[src/rtl/gated_edge_counter.sv]
// gated_edge_counter
// Counts the one-cycle pulses coming out of the edge identifier over a gate
// window of N clock cycles. Each finished window produces its count with a
// one-cycle valid strobe and an overflow flag. In continuous mode the next
// window opens on the same edge that closes the current one, so there is no
// dead time between windows.
module gated_edge_counter #(
  parameter int W_CNT  = 32,
  parameter int W_GATE = 32
) (
  input  logic              clk,
  input  logic              rst_n,
  input  logic              pls,
  input  logic [W_GATE-1:0] gate_len,
  input  logic              cont,
  input  logic              start,
  input  logic              stop,
  output logic [W_CNT-1:0]  cnt_out,
  output logic              cnt_vld,
  output logic              ovf,
  output logic              busy
);

  localparam logic [W_CNT-1:0]  CNT_ONE  = {{(W_CNT-1){1'b0}}, 1'b1};
  localparam logic [W_GATE-1:0] GATE_ONE = {{(W_GATE-1){1'b0}}, 1'b1};

  typedef enum logic [0:0] {
    IDLE  = 1'b0,
    COUNT = 1'b1
  } state_t;

  state_t state;
  state_t state_nxt;

  // Window-local state: running count, overflow bit, remaining samples and
  // the mode bit captured when the window opened.
  logic [W_CNT-1:0]  acc;
  logic [W_CNT-1:0]  acc_nxt;
  logic              win_ovf;
  logic              win_ovf_nxt;
  logic [W_GATE-1:0] timer;
  logic [W_GATE-1:0] timer_nxt;
  logic              cont_q;
  logic              cont_q_nxt;

  // Published result of the last completed window.
  logic [W_CNT-1:0]  cnt_out_nxt;
  logic              ovf_nxt;
  logic              cnt_vld_nxt;

  // Helper terms.
  logic              acc_full;
  logic [W_CNT-1:0]  acc_inc;
  logic              win_ovf_inc;
  logic              gate_nonzero;
  logic              start_ok;
  logic              last_sample;

  // The accumulator sticks at all-ones; a pulse that arrives while it is
  // already full is what marks the window as overflowed.
  assign acc_full     = &acc;
  assign acc_inc      = (pls && !acc_full) ? (acc + CNT_ONE) : acc;
  assign win_ovf_inc  = win_ovf | (pls & acc_full);
  assign gate_nonzero = (gate_len != '0);

  // Stop has priority over start, and a zero-length window is meaningless.
  assign start_ok     = start && !stop && gate_nonzero;

  // The timer holds the number of samples still to take, including the one
  // at this edge, so a value of 1 means this edge is the last sample.
  assign last_sample  = (timer == GATE_ONE);

  assign busy = (state == COUNT);

  // Next-state and datapath decode: everything holds unless a rule below
  // says otherwise; the valid strobe defaults low so it lasts one cycle.
  always_comb begin
    state_nxt   = state;
    acc_nxt     = acc;
    win_ovf_nxt = win_ovf;
    timer_nxt   = timer;
    cont_q_nxt  = cont_q;
    cnt_out_nxt = cnt_out;
    ovf_nxt     = ovf;
    cnt_vld_nxt = 1'b0;

    case (state)
      IDLE: begin
        if (start_ok) begin
          state_nxt   = COUNT;
          timer_nxt   = gate_len;
          cont_q_nxt  = cont;
          acc_nxt     = '0;
          win_ovf_nxt = 1'b0;
        end
      end

      COUNT: begin
        if (stop) begin
          // Abort: the partial count is dropped and the old result stays.
          state_nxt   = IDLE;
          acc_nxt     = '0;
          win_ovf_nxt = 1'b0;
          timer_nxt   = '0;
        end else if (last_sample) begin
          // The sample at this edge still belongs to the closing window.
          cnt_out_nxt = acc_inc;
          ovf_nxt     = win_ovf_inc;
          cnt_vld_nxt = 1'b1;
          acc_nxt     = '0;
          win_ovf_nxt = 1'b0;
          if (cont_q && gate_nonzero) begin
            // Reopen immediately so the very next edge is the first sample
            // of the new window.
            timer_nxt  = gate_len;
            cont_q_nxt = cont;
          end else begin
            state_nxt = IDLE;
            timer_nxt = '0;
          end
        end else begin
          acc_nxt     = acc_inc;
          win_ovf_nxt = win_ovf_inc;
          timer_nxt   = timer - GATE_ONE;
        end
      end

      default: begin
        state_nxt = IDLE;
      end
    endcase
  end

  // State register.
  always_ff @(posedge clk or negedge rst_n) begin
    if (!rst_n) begin
      state <= IDLE;
    end else begin
      state <= state_nxt;
    end
  end

  // Datapath and result registers; reset drops any open window silently.
  always_ff @(posedge clk or negedge rst_n) begin
    if (!rst_n) begin
      acc     <= '0;
      win_ovf <= 1'b0;
      timer   <= '0;
      cont_q  <= 1'b0;
      cnt_out <= '0;
      ovf     <= 1'b0;
      cnt_vld <= 1'b0;
    end else begin
      acc     <= acc_nxt;
      win_ovf <= win_ovf_nxt;
      timer   <= timer_nxt;
      cont_q  <= cont_q_nxt;
      cnt_out <= cnt_out_nxt;
      ovf     <= ovf_nxt;
      cnt_vld <= cnt_vld_nxt;
    end
  end

endmodule

[config.mk]
export PLATFORM = sky130hd
export DESIGN_NAME = gated_edge_counter
export DESIGN_NICKNAME = d
export VERILOG_FILES = /design/src/rtl/gated_edge_counter.sv
export SDC_FILE = /design/constraint.sdc
export NUM_CORES = 1
export LEC_CHECK = 0
export CAP_MARGIN = 0
export CELL_PAD_IN_SITES_DETAIL_PLACEMENT = 1
export CELL_PAD_IN_SITES_GLOBAL_PLACEMENT = 1
export CORE_ASPECT_RATIO = 1.5
export CORE_UTILIZATION = 44
export CTS_CLUSTER_DIAMETER = 150
export DETAILED_ROUTE_END_ITERATION = 8
export GPL_TIMING_DRIVEN = 0
export PLACE_DENSITY_LB_ADDON = 0.1
export SYNTH_ARGS = -nofsm -noshare
export SYNTH_HDL_FRONTEND = slang
export SYNTH_SLANG_ARGS = --single-unit
export TNS_END_PERCENT = 30
[constraint.sdc]
create_clock -name clk -period 6.8 [get_ports clk]
set_input_delay 1.36 -clock clk [delete_from_list [all_inputs] [get_ports clk]]
set_output_delay 1.36 -clock clk [all_outputs]
set_load 0.1 [all_outputs]
==> results of run 1 <==
[metrics by stage]
stage,utilization (%),cells
after floorplan,-,672
after global placement,52.5,903
after detailed placement,52.7,904
after CTS,55.0,920
after global routing,55.0,920
final,55.0,920
[power breakdown]
part	total (mW)	leakage, nW	internal (mW)	switching (mW)
registers	0.712	1.37	0.644	0.0683
clock network	0.525	0.143	0.295	0.231
logic	0.329	1.35	0.130	0.200
[path summary, 6_finish.rpt]
check | start | end | slack, ns | cells past startpoint
min in group asynchronous | rst_n | cnt_vld$_DFF_PN0_ | 1.02 | 1
max | gate_len[25] | acc[12]$_DFFE_PN0P_ | 2.63 | 9
min reg2reg | cnt_out[14]$_DFFE_PN0P_ | cnt_out[14]$_DFFE_PN0P_ | 0.53 | 2
max in group asynchronous | rst_n | acc[1]$_DFFE_PN0P_ | 5.07 | 2
max reg2reg | timer[1]$_DFFE_PN0P_ | cnt_out[2]$_DFFE_PN0P_ | 3.81 | 8
min | cnt_out[14]$_DFFE_PN0P_ | cnt_out[14]$_DFFE_PN0P_ | 0.53 | 2
[cell families (layout without fill, tap and decap cells)]
family	Yosys count	in the layout	share of synthesized area (%)
simple gates	277	277	25.0
compound gates	180	180	19.3
flops	101	101	42.2
buf+inv	53	142	3.95
xor+xnor	47	47	6.88
mux	11	11	1.99
fa+ha+maj	3	3	0.627
[sequential cells by signal (all words and copies together) (netlist names)]
signal and flops:
timer 32, ovf 1, cnt_out 32, busy 1, cnt_vld 1, acc 32, win_ovf 1, cont_q 1
[per-layer routing]
metal,routed length (um),vias to the layer above
li1,-,2631
met1,7400,2784
met4,978,0
met3,559,64
met5,0,-
met2,10400,158
[worst reg2reg max path: cells and delay by family, from the launching register on]
family / cells / cell delay (ns)
AO/OA/AOI/OAI: 1 / 0.11
adder cells (fa/ha/maj): 1 / 0.15
buffers and inverters: 3 / 0.97
flip-flops: 1 / 0.43
AND/OR/NAND/NOR: 3 / 1.21
[cells in the final DEF (no fill, tap or decap), drive strengths merged, types with 7 or more instances in the layout]
master	netlist	layout
nand4	22	22
nand2	58	58
clkdlybuf4s50	0	71
or3	10	10
buf	20	22
and3	10	10
a221o	12	12
a21oi	63	63
nand3	18	18
xnor2	30	30
nor2	90	90
nor3	19	19
a31oi	20	20
dfrtp	101	101
clkbuf	21	33
inv	12	12
xor2	17	17
nor4	24	24
mux2	7	7
o21ai	38	38
[final cells by class]
type,instances,area share [%]
Inverter,12,0.623
Buffer,41,2.65
Timing Repair Buffer,73,10.3
Clock inverter,4,0.658
Multi-Input combinational cell,518,44.6
Clock buffer,12,3.41
Tap cell,159,2.75
Sequential cell,101,35.0
==> reports/results.txt, run 1 <==
DRC viols - 0
GR Util met2 - 54.5%
initial drt markers - 178
accumulated negative setup slack - 0 ns
Final ANT Viol Nets - 0
first-pass GRT wire length - 31900 um
Mapped Nets - 713
Post-synth EDFFs - 0
fin nets - 797
clk slew on worst S/H paths - 0.07 ns
port bufs - 72
CP arrival - 4.43 ns
H-Tree Depth - 3
pin count of the biggest net entering global routing - 61
ys async rst share - 100%
Crit path top cell by count - o21ai_0
initial antenna violation count - 0
Final HPWL DP - 14600 um
pre-CTS WS - 2.38 ns
Tot Pwr - 1.57 mW
max-slew violation count - 0
Peak VDD IR - 0.000121 V
slowest stage delay, CP - 0.64 ns
Core ar. - 13100 um2
met1 Use GR - 30.3%
Max Clk Rate - 240 MHz
first-pass iteration count of the detailed router - 4
Synth Area per Inst - 8.91 um2
nature of the critical path startpoint - primary input
vias in the first global route - 6314
die area - 14100 um2
crit path max fanout - 10
Max clock buf depth - 2
Final min period - 4.17 ns
Routed WL - 19300 um
Final Instance Area - 7220 um2
measured slew at the worst slew-check pin - 0.977 ns
outcome - complete, no violations
Synth Warn # - 0
CTS buffer count - 9
sequential cell area - 2530 um2
worst path cell trace - clkdlybuf4s50_1 -> nor4_1 -> nand4_1 -> o21ai_1 -> nor2b_1 -> buf_2 -> clkbuf_1 -> o21ai_0 -> o21ai_0
via count - 5637
Initial Util - 45.5%
Critical Path Sink Type - flop
Synth top cells by count - dfrtp_1, nor2_1, a21oi_1, nand2_1, xnor2_1
minimum hold slack - 0.530 ns
multi-input logic area - 3220 um2
n_diodes - 0
CTS tree - yes
P&R area growth vs syn - 20.7%
# clock sinks - 101
Placer Congestion - 0.920
most common cell in the synthesized netlist - dfrtp_1
RSZ-0062 raised after global routing - no
Pleak - 2.86 nW
Yosys cell types - 68
Filler cells - 1542
slowest CP cell - clkbuf_1
post-synthesis cell count - 672
Vert. Die Dim - 145 um
Overall Global Routing Usage - 28.8%
# IOs - 73
Setup Skew - 0.00813 ns
cts hold-fix bufs - 0
Final Hold Fails - 0
HP Class - flop to flop
Synth top area share - 42.2%
Synth area leader - dfrtp_1
Seq/Total Area, Yosys - 42.2%
Clock Latency Late Sink - 0.35 ns
top_reg_cell synth - dfrtp_1
GR Util met3 - 3.94%
Rel. slew slack - 34.7%
gr busiest metal - met2
Post-Syn Area - 5990 um2
final worst slack - 2.63 ns
share of layout cells above drive strength 1 - 8.94%
critical path's top delay family - buffers and inverters
Crit path required time - 7.06 ns
Root Buffer - clkbuf_16
synth top area cells - dfrtp_1, nor2_1, a21oi_1
power density cells - 217 nW/um2
total grt overflow - 0
Rows - 51
Final Cycle Share - 61.3%
Chip Width - 97.2 um
max-cap viol count - 0
# Post-CTS Setup Buffers - 0
crit path buf inv count - 3
routed vias/inst - 6.13
placed inst area - 6930 um2
Setup-failing EPs final - 0
Resized cells post-CTS - 0
critical path type - primary input to flop
FF+latch count, synth - 101
Avg WL per Cell - 21.0 um
Power figures use the tool's default switching activity.
==> run 2, diff against run 1 <==
--- a/config.mk
+++ b/config.mk
@@ -9,7 +9,7 @@
 export CELL_PAD_IN_SITES_DETAIL_PLACEMENT = 1
 export CELL_PAD_IN_SITES_GLOBAL_PLACEMENT = 1
 export CORE_ASPECT_RATIO = 1.5
-export CORE_UTILIZATION = 44
+export CORE_UTILIZATION = 43
 export CTS_CLUSTER_DIAMETER = 150
 export DETAILED_ROUTE_END_ITERATION = 8
 export GPL_TIMING_DRIVEN = 0
==> constraint.sdc (replaced) <==
create_clock -name clk -period 4.3 [get_ports clk]
set_input_delay 0.86 -clock clk [delete_from_list [all_inputs] [get_ports clk]]
set_output_delay 0.86 -clock clk [all_outputs]
set_load 0.1 [all_outputs]
==> run 2 against run 1 <==
  * The run now ends with design-rule violations left
  * Critical path depth is the same
  * Die area grew 2.3%
  * Design area grew 0.55%
  * Cell count grew 0.22%
  * Non-clock buffer count is the same
  * Clock power grew 78%
  * Utilization shrank 1.3 points
  * Critical endpoint is now acc[27]$_DFFE_PN0P_
  * Highest routed layer unchanged
==> reports/results.txt, run 2 (synthesis results as in run 1) <==
outcome - finished, violations left
failing checks - design-rule violations
Resized cells post-CTS - 0
cts hold-fix bufs - 0
Vert. Die Dim - 147 um
Avg WL per Cell - 20.9 um
Final min period - 3.62 ns
initial drt markers - 169
Max Clk Rate - 276 MHz
Clock Latency Late Sink - 0.35 ns
worst r2r path cells - 7
r2r setup slk - 1.12 ns
CTS buffer count - 9
first-pass GRT wire length - 31400 um
n_diodes - 0
final core occ - 53.7%
Rel. slew slack - 34.6%
via count - 5714
nature of the critical path startpoint - primary input
final worst slack - 0.681 ns
H-Tree Depth - 3
HP Class - primary input to asynchronous set/reset pin
clk slew on worst S/H paths - 0.07 ns
Final Instance Area - 7260 um2
CTS tree - yes
Final HPWL DP - 14500 um
# IOs - 73
accumulated negative setup slack - 0 ns
most common cell after layout, fill and taps aside - dfrtp_1
placed inst area - 6930 um2
Overall Global Routing Usage - 27.9%
vias in the first global route - 6172
measured slew at the worst slew-check pin - 0.977 ns
crit path max fanout - 10
Final ANT Viol Nets - 0
Chip Width - 98.3 um
# Post-CTS Setup Buffers - 0
Reg-to-Reg End - cnt_out[5]$_DFFE_PN0P_
port bufs - 72
pin count of the biggest net entering global routing - 65
P&R area growth vs syn - 21.4%
most frequent cells in the layout - dfrtp_1, nor2_1, clkdlybuf4s50_1
crit path from - gate_len[25]
fin nets - 797
Rows - 52
Root Buffer - clkbuf_16
Peak VDD IR - 0.000217 V
power density cells - 355 nW/um2
Filler cells - 1598
routed vias/inst - 6.20
Core ar. - 13500 um2
first-pass iteration count of the detailed router - 6
Placer Congestion - 0.922
Final Hold Fails - 0
share of layout cells above drive strength 1 - 8.82%
max-cap viol count - 0
DRC viols - 1
Pleak - 2.88 nW
crit path capture - acc[27]$_DFFE_PN0P_
Max clock buf depth - 2
max-slew violation count - 0
initial antenna violation count - 0
Setup Skew - 0.00730 ns
Setup-failing EPs final - 0
die area - 14400 um2
critical path type - primary input to flop
# clock sinks - 101
Critical Path Sink Type - flop
Crit path required time - 4.57 ns
total grt overflow - 0
Reg-to-Reg Start - timer[0]$_DFFE_PN0P_
largest registers - acc x32, cnt_out x32, timer x32
Routed WL - 19300 um
minimum hold slack - 0.490 ns
Initial Util - 44.2%
Final Cycle Share - 84.2%
pre-CTS WS - 0.321 ns
CP arrival - 3.89 ns
RSZ-0062 raised after global routing - no
==> run 2: worst min path at each step <==
stage / slack [ns] / from / end
2_1_floorplan: 0.48 / win_ovf$_DFFE_PN0P_ / win_ovf$_DFFE_PN0P_
3_3_place_gp: 0.50 / cnt_out[21]$_DFFE_PN0P_ / cnt_out[21]$_DFFE_PN0P_
3_5_place_dp: 0.51 / acc[28]$_DFFE_PN0P_ / acc[28]$_DFFE_PN0P_
4_1_cts: 0.51 / rst_n / cnt_vld$_DFF_PN0_
5_1_grt: 0.53 / rst_n / cnt_vld$_DFF_PN0_
6_report: 0.49 / rst_n / cnt_vld$_DFF_PN0_
==> run 2: layout make-up <==
class,instances,area (um2),area share [%]
multi-input cells,518,3220,44.4
clock inverters,4,97.6,1.34
flip-flops and latches,101,2530,34.8
clock buffers,11,233,3.20
inverters,12,45.0,0.620
plain buffers,41,191,2.64
repair buffers,73,746,10.3
well taps,162,203,2.79
==> run 2: power breakdown <==
part           leakage (nW)  total (mW)  switching, mW  internal (mW)
clock                 0.156       0.935          0.368          0.567
combinational          1.35       0.516          0.311          0.205
sequential             1.37        1.13          0.107           1.02
total                  2.88        2.58          0.786           1.79
==> run 2: worst max-delay path: stages <==
cell             delay (ns)
clkdlybuf4s50_1        0.46
nor4_1                 0.55
nand4_1                0.19
o21ai_1                0.47
nor2b_1                0.19
buf_2                  0.26
clkbuf_1               0.60
o21ai_0                0.21
o21ai_0                0.11
==> run 2: per-stage QoR <==
stage               power (mW)  instances
floorplan                 1.45        672
global placement          1.63        906
detailed placement        1.65        907
CTS                       2.58        922
global route              2.68        922
finish                    2.58        922
==> run 2: per-layer routing <==
metal  vias to the layer above  wire length [um]  GRT usage, %
li1                       2630                 -             -
met1                      2848              7300          30.4
met2                       170             10200          50.6
met3                        66               653          3.69
met4                         0              1100          17.4
met5                         -                 0             0
==> run 3, diff against run 2 <==
--- a/config.mk
+++ b/config.mk
@@ -9,7 +9,7 @@
 export CELL_PAD_IN_SITES_DETAIL_PLACEMENT = 1
 export CELL_PAD_IN_SITES_GLOBAL_PLACEMENT = 1
 export CORE_ASPECT_RATIO = 1.5
-export CORE_UTILIZATION = 43
+export CORE_UTILIZATION = 39
 export CTS_CLUSTER_DIAMETER = 150
 export DETAILED_ROUTE_END_ITERATION = 8
 export GPL_TIMING_DRIVEN = 0
==> constraint.sdc (replaced) <==
create_clock -name clk -period 3 [get_ports clk]
set_input_delay 0.6 -clock clk [delete_from_list [all_inputs] [get_ports clk]]
set_output_delay 0.6 -clock clk [all_outputs]
set_load 0.1 [all_outputs]
==> run 3 against run 2 <==
  * Global-route usage is 1.1 points lower
  * Worst setup slack got worse by 0.68 ns
  * Highest routed layer unchanged
  * Wire length grew 4.1%
  * Critical path type unchanged
  * Largest power group unchanged
  * The flow finishes with violations (negative setup slack)
  * First-iteration DRC count rose by 6.5%
==> reports/results.txt, run 3 (synthesis results as in run 1) <==
CP arrival - 3.25 ns
worst path cell trace - clkdlybuf4s50_1 -> nor2b_1 -> o31a_1 -> clkbuf_1 -> clkbuf_2 -> a21oi_1 -> a31oi_1
Rows - 55
Clock Latency Late Sink - 0.35 ns
Final HPWL DP - 15300 um
Initial Util - 39.7%
Pleak - 2.91 nW
first-pass GRT wire length - 32100 um
max-slew violation count - 0
HP Class - primary input to asynchronous set/reset pin
CTS tree - yes
most frequent cells in the layout - dfrtp_1, nor2_1, clkdlybuf4s50_1
fin nets - 797
Final Cycle Share - 100%
max-cap viol count - 0
Overall Global Routing Usage - 26.8%
cts hold-fix bufs - 0
H-Tree Depth - 3
Final Hold Fails - 0
met1 Use GR - 29.7%
port bufs - 72
P&R area growth vs syn - 22.4%
n_diodes - 0
CTS buffer count - 9
Reg-to-Reg End - timer[30]$_DFFE_PN0P_
Avg WL per Cell - 20.9 um
# Post-CTS Setup Buffers - 0
Critical Path Sink Type - flop
failing checks - negative setup slack
Final Instance Area - 7330 um2
RSZ-0062 raised after global routing - yes
Chip Width - 103 um
pin count of the biggest net entering global routing - 63
die area - 15900 um2
vias in the first global route - 6024
via count - 5671
crit path max fanout - 10
Max Clk Rate - 333 MHz
DRC viols - 0
r2r setup slk - 0.09 ns
Final min period - 3.00 ns
Vert. Die Dim - 154 um
crit path from - stop
largest registers - acc x32, cnt_out x32, timer x32
Crit path required time - 3.25 ns
Rel. slew slack - 34.4%
routed vias/inst - 5.91
# clock sinks - 101
critical path type - primary input to flop
crit path buf inv count - 3
initial drt markers - 180
measured slew at the worst slew-check pin - 0.981 ns
Setup Skew - 0.00905 ns
Core ar. - 15100 um2
Peak VDD IR - 0.000236 V
# IOs - 73
GR Util met2 - 48.8%
Placer Congestion - 0.886
outcome - finished, violations left
nature of the critical path startpoint - primary input
first-pass iteration count of the detailed router - 4
total grt overflow - 0
Root Buffer - clkbuf_16
Reg-to-Reg Start - timer[29]$_DFFE_PN0P_
slowest CP cell - clkdlybuf4s50_1
accumulated negative setup slack - -0.000981 ns
clk slew on worst S/H paths - 0.07 ns
slowest stage delay, CP - 0.55 ns
Filler cells - 1762
Routed WL - 20100 um
Max clock buf depth - 2
final worst slack - -0.000981 ns
power density cells - 487 nW/um2
gr busiest metal - met2
minimum hold slack - 0.361 ns
placed inst area - 6980 um2
pre-CTS WS - -0.952 ns
worst r2r path cells - 7
Setup-failing EPs final - 1
share of layout cells above drive strength 1 - 10.5%
most common cell after layout, fill and taps aside - dfrtp_1
critical path's top delay family - buffers and inverters
Final ANT Viol Nets - 0
initial antenna violation count - 0
final core occ - 48.6%
GR Util met3 - 3.45%
[run 3: repair_timing]
action                     CTS  global route
setup endpoints to repair   87            66
pin swaps                    0             1
gates cloned                 0             0
resized for setup           13            10
[run 3: final cells by class]
type / count / area, um2 / area share, %
Buffer: 41 / 213 / 2.90
Sequential cell: 101 / 2530 / 34.5
Inverter: 12 / 45.0 / 0.615
Tap cell: 199 / 249 / 3.40
Clock buffer: 12 / 246 / 3.36
Clock inverter: 4 / 47.5 / 0.649
Timing Repair Buffer: 73 / 746 / 10.2
Multi-Input combinational cell: 518 / 3250 / 44.4
[run 3: worst max-delay path by stage]
stage,to,slack (ns),cells past startpoint
floorplan,cnt_out[19]$_DFFE_PN0P_,0.61,5
global placement,timer[5]$_DFFE_PN0P_,-2.84,1
detailed placement,acc[27]$_DFFE_PN0P_,-0.95,9
CTS,acc[5]$_DFFE_PN0P_,0.02,9
global route,acc[6]$_DFFE_PN0P_,-0.07,8
finish,acc[25]$_DFFE_PN0P_,-0.001,7
[run 3: where the power goes]
part,internal (mW),switching (mW),leakage [nW]
clock network,0.669,0.531,0.143
logic,0.300,0.455,1.40
registers,1.46,0.153,1.37
total,2.43,1.14,2.91
[run 3: metal layers]
metal	up-vias	part of all wire (%)	wire, um
met2	130	54	10900
li1	2635	-	-
met5	-	0	0
met3	52	3.2	635
met4	0	4.4	882
met1	2854	38	7700
[run 3: through the flow]
| step | cells | power, mW |
|---|---|---|
| floorplan | 672 | 2.07 |
| global placement | 943 | 2.35 |
| detailed placement | 944 | 2.38 |
| CTS | 960 | 3.59 |
| global route | 960 | 3.73 |
| finish | 960 | 3.57 |
